===== src/rtl/mul_seq.sv =====
// Sequential shift-and-add unsigned multiplier: one N-bit adder, N RUN cycles
// per product, then a single-cycle DONE pulse with the registered 2N-bit result.

module ADD #(
  parameter int N = 64
) (
  input  logic [N-1:0] a,
  input  logic [N-1:0] b,
  input  logic         c_in,
  output logic [N-1:0] s,
  output logic         c_out
);

  assign {c_out, s} = {1'b0, a} + {1'b0, b} + {{N{1'b0}}, c_in};

endmodule

module mul_seq #(
  parameter int N = 64
) (
  input  logic           clk,
  input  logic           rst,
  input  logic           start,
  input  logic [N-1:0]   a,
  input  logic [N-1:0]   b,
  output logic           busy,
  output logic           done,
  output logic [2*N-1:0] product
);

  localparam int CW = $clog2(N);

  typedef enum logic [1:0] {IDLE, RUN, DONE} state_t;

  state_t         state;
  state_t         state_nx;
  logic [N-1:0]   m;
  logic [N-1:0]   hi;
  logic [N-1:0]   lo;
  logic [CW-1:0]  cnt;
  logic [N-1:0]   addend;
  logic [N-1:0]   sum;
  logic           carry;
  logic           last;
  logic [N-1:0]   hi_nx;
  logic [N-1:0]   lo_nx;

  assign last   = (cnt == CW'(N - 1));
  assign addend = lo[0] ? m : '0;

  ADD #(.N(N)) u_add (
    .a     (hi),
    .b     (addend),
    .c_in  (1'b0),
    .s     (sum),
    .c_out (carry)
  );

  // {carry, sum, lo} >> 1, split back into the HI and LO halves
  assign hi_nx = {carry, sum[N-1:1]};
  assign lo_nx = {sum[0], lo[N-1:1]};

  always_ff @(posedge clk) begin
    if (rst) begin
      state <= IDLE;
    end else begin
      state <= state_nx;
    end
  end

  always_comb begin
    state_nx = state;
    unique case (state)
      IDLE:    if (start) state_nx = RUN;
      RUN:     if (last)  state_nx = DONE;
      DONE:    state_nx = IDLE;
      default: state_nx = IDLE;
    endcase
  end

  always_comb begin
    busy = (state != IDLE);
    done = (state == DONE);
  end

  always_ff @(posedge clk) begin
    if (rst) begin
      m       <= '0;
      hi      <= '0;
      lo      <= '0;
      cnt     <= '0;
      product <= '0;
    end else begin
      unique case (state)
        IDLE: begin
          if (start) begin
            m   <= a;
            hi  <= '0;
            lo  <= b;
            cnt <= '0;
          end
        end
        RUN: begin
          hi <= hi_nx;
          lo <= lo_nx;
          // Counter holds on the final step so it never wraps for N a power of two
          if (last) begin
            product <= {hi_nx, lo_nx};
          end else begin
            cnt <= cnt + 1'b1;
          end
        end
        default: ;
      endcase
    end
  end

endmodule


===== config.mk =====
export PLATFORM = sky130hd
export DESIGN_NAME = mul_seq
export DESIGN_NICKNAME = d
export VERILOG_FILES = /design/src/rtl/mul_seq.sv
export SDC_FILE = /design/constraint.sdc
export NUM_CORES = 1
export LEC_CHECK = 0
export ABC_AREA = 1
export CORE_AREA = 2 2 219 221
export DETAILED_ROUTE_END_ITERATION = 16
export DIE_AREA = 0 0 221 223
export DONT_BUFFER_PORTS = 1
export GPL_ROUTABILITY_DRIVEN = 0
export PLACE_DENSITY = 0.63
export SLEW_MARGIN = 30
export SYNTH_ARGS = -nofsm -noshare
export SYNTH_HDL_FRONTEND = slang
export SYNTH_HIERARCHICAL = 1
export SYNTH_SLANG_ARGS = --single-unit

===== constraint.sdc =====
create_clock -name clk -period 3.2 [get_ports clk]
set_input_delay 0.64 -clock clk [delete_from_list [all_inputs] [get_ports clk]]
set_output_delay 0.64 -clock clk [all_outputs]
set_load 0.02 [all_outputs]

==> results.md <==
* Outcome: complete, no violations
* Period utilisation layout at 87.46%
* DR WL/cell at 16.20 um
* Total grt overflow at 0
* Pins Over Slew Limit at 0
* Sw frac at 26.48%
* Reg power frac at 45.2%
* Mapped Nets at 3154
* Clock root buffer: clkbuf_16
* #FFs+latches synth at 328
* Post-Synth Simple-Gate Area at 38.05%
* Largest net degree at the start of global routing at 132
* LEAKAGE at 11.20 nW
* CTS Buf Count at 38
* Sequential element share of the synthesized area at 35.50%
* Hold crit path type: input pin to flop
* CP required at 3.71 ns
* Total number of vias at 17410
* Worst ir drop on vdd at 0.0004627 V
* Clock Sinks at 328
* # Max-Cap Violations at 0
* Row count at 80
* Peak per-stage delay on the critical path at 0.46 ns
* Placed insts at 3463
* Netlist cell types at 34
* Clk_lat worst skew at 0.58 ns
* Max-slew headroom at the worst pin at 45.07%
* Post-DP HPWL at 41000 um
* Finished Layout Cells at 3534
* Metal3 WL at 4942 um
* All-Layer GR Usage at 22.66%
* Most common cell on crit path: nand2_1
* DRT iter0 DRCs at 1229
* Multiplexer share of the synthesized area at 0%
* Die area at 49280 um^2
* Final Hold Violating Endpoints at 0
* Core Area at 47150 um^2
* CP startpoint kind: flop
* Drt pass-1 iters at 7
* Post-CTS sizing at 0
* Vias per cell at 4.925
* Syn-to-layout area delta at 9.090%
* Slowest CP cell: fa_1
* Worst-margin pin slew at 0.8240 ns
* Total Routed Length at 57270 um
* Synth Area in XOR/XNOR at 1.468%
* Starting Density at 39.24%
* Clk buf depth at 3
* Mapped cell area at 18500 um^2
* Crit path cell chain: nand2_1 -> inv_1 -> fa_1 -> fa_1 -> nand3_1 -> nand3_1 -> nand3_1 -> nand2_1 -> nand2_1 -> nand2_1 -> nand2_1 -> nand3_1 -> nand2_1 -> nand2_1 -> a21oi_1
* CP Max Fanout at 4
* Net Sw Power at 0.002563 W
* Max Clk Rate at 357.3 MHz
* CTS tree: yes
* Final core utilization at 42.81%
* Synth Area in Compound Gates at 8.833%
* Vias in the first global route at 16660
* Synth Instances at 2957
* Clock power frac at 46.5%
* Port bufs at 0
* Commonest cells after routing, fill and taps aside: 1205 x nand2_1, 395 x inv_1, 327 x dfxtp_1
* CTS clk-pin slew, worst paths at 0.06 ns
* DRC Markers at 0
* Synth Warn # at 6
* Fraction of layout cells with a size suffix above 1 at 4.287%
* Critical Path AT at 3.31 ns
* PwrDens at 479.6 nW/um^2
* DR top layer: met5
* Hold_buf cts at 0
* Antenna-violating nets left at 0
* Skew final at 0.01986 ns
* I/O pins at 261
* Crit Path Class: flop to flop
* Antenna violations before repair at 11
* Die height at 223 um
* Comb power frac at 8.3%
* Layout fillers at 5043
* Met2 wire length at 24930 um
* Internal at 0.007115 W
* CTS H-tree depth at 2
* Crit. End Element: flop
* Syn Area/Cell at 6.256 um^2
* Synth Area in Adders at 4.545%
* Final setup viols at 0
* Fin crit period at 2.799 ns
* Nets at 3085
* Die Wd at 221 um
* M1 wire length at 25230 um
* First-pass GRT wire length at 90220 um
* Largest family of logic cells by synthesized area: simple AND/OR/NAND/NOR gates
* Setup Buffers After CTS at 0
* Most common cell after layout, fill and taps aside: nand2_1
* RSZ-0062 raised after global routing: false
* Setup total negative slack at 0 ns
==> final cells by class <==
cell class	instances	area, um^2	area share (%)
inverter	404	1526	7.564
multi-input combinational	2100	9798	48.55
clock buffer	49	1042	5.165
tap	615	769.5	3.813
antenna	3	7.507	0.03720
sequential	328	6568	32.54
timing repair buffer	16	207.7	1.029
clock inverter	19	261.5	1.296
==> synth_stat cells <==
cell | n | area share [%]
o211ai_1 | 2 | 0.081
clkinv_1 | 3 | 0.061
conb_1 | 1 | 0.020
inv_1 | 395 | 8.0
fa_1 | 2 | 0.22
buf_6 | 12 | 0.73
o21bai_1 | 5 | 0.20
a21oi_1 | 115 | 3.1
nand3_1 | 247 | 6.7
o211a_1 | 64 | 3.5
nand3_2 | 5 | 0.27
nor3_1 | 10 | 0.27
nor2_4 | 2 | 0.12
nor3_2 | 3 | 0.16
buf_2 | 46 | 1.2
o21ai_0 | 70 | 1.9
nand2_2 | 15 | 0.51
ha_1 | 64 | 4.3
xor2_1 | 31 | 1.5
dfxtp_1 | 328 | 35
buf_4 | 3 | 0.12
nor4_2 | 1 | 0.068
and2_1 | 1 | 0.034
clkbuf_1 | 50 | 1.0
buf_1 | 14 | 0.28
a21o_1 | 1 | 0.041
a211oi_1 | 1 | 0.041
nand4_1 | 7 | 0.24
inv_2 | 6 | 0.12
nor2_1 | 233 | 4.7
nor2_2 | 13 | 0.44
or2_2 | 1 | 0.034
nand2_1 | 1205 | 24
nand3b_1 | 1 | 0.041
==> per-layer routing <==
layer / track usage, % / up-vias
li1: - / 8969
met1: 29.01 / 7818
met2: 35.92 / 487
met3: 6.704 / 116
met4: 8.638 / 16
met5: 0 / -
==> worst max-delay path, delay by kind of cell (launching register included) <==
kind / cells / cell delay [ns]
simple gates: 11 / 1.29
buf+inv: 1 / 0.05
fa+ha+maj: 2 / 0.88
compound gates: 1 / 0.16
flops: 1 / 0.34
==> logic make-up after synthesis <==
kind of cell | count (synthesis)
AOI/OAI and AO/OA | 258
DFF | 328
other | 1
adders and majority gates | 66
buffers and inverters | 529
and+or+nand+nor | 1744
xor gates and xnor gates | 31
==> registers in the layout, summed over array words and instances (netlist names) <==
signal and count:
cnt 6, hi 64, lo 64, m 64
product 128, state 2
==> per-stage QoR <==
| step | cell area, um^2 | total power (W) | worst slack, ns | hold WS, ns |
|---|---|---|---|---|
| after floorplan | 18500 | 0.005063 | 0.7102 | 0.4384 |
| after global placement | 18870 | 0.005260 | 0.4950 | 0.4507 |
| after detailed placement | 18870 | 0.005268 | 0.4298 | 0.4526 |
| after CTS | 20170 | 0.009797 | 0.4345 | 0.1047 |
| after global routing | 20170 | 0.01008 | 0.2441 | 0.1157 |
| final | 20180 | 0.009678 | 0.4011 | 0.1374 |
==> final timing paths <==
kind                      start                      end  slack [ns]  depth (start not counted)
min reg2reg  lo[3]$_SDFFE_PP0P_  product[2]$_SDFFE_PP0P_        0.46                          2
max reg2reg  lo[0]$_SDFFE_PP0P_      hi[59]$_SDFFE_PP0P_        0.40                         15
max          lo[0]$_SDFFE_PP0P_      hi[59]$_SDFFE_PP0P_        0.40                         15
min                         rst      hi[11]$_SDFFE_PP0P_        0.14                          1
==> power groups by stage <==
stage | clock network [W] | registers (W) | logic, W
2_1_floorplan | 0 | 0.00443 | 0.000638
5_1_grt | 0.00477 | 0.00439 | 0.000912
6_report | 0.00450 | 0.00437 | 0.000806
4_1_cts | 0.00461 | 0.00437 | 0.000814
3_3_place_gp | 0 | 0.00446 | 0.000802
3_5_place_dp | 0 | 0.00446 | 0.000809
No activity file was read; power rests on OpenSTA's default activity.
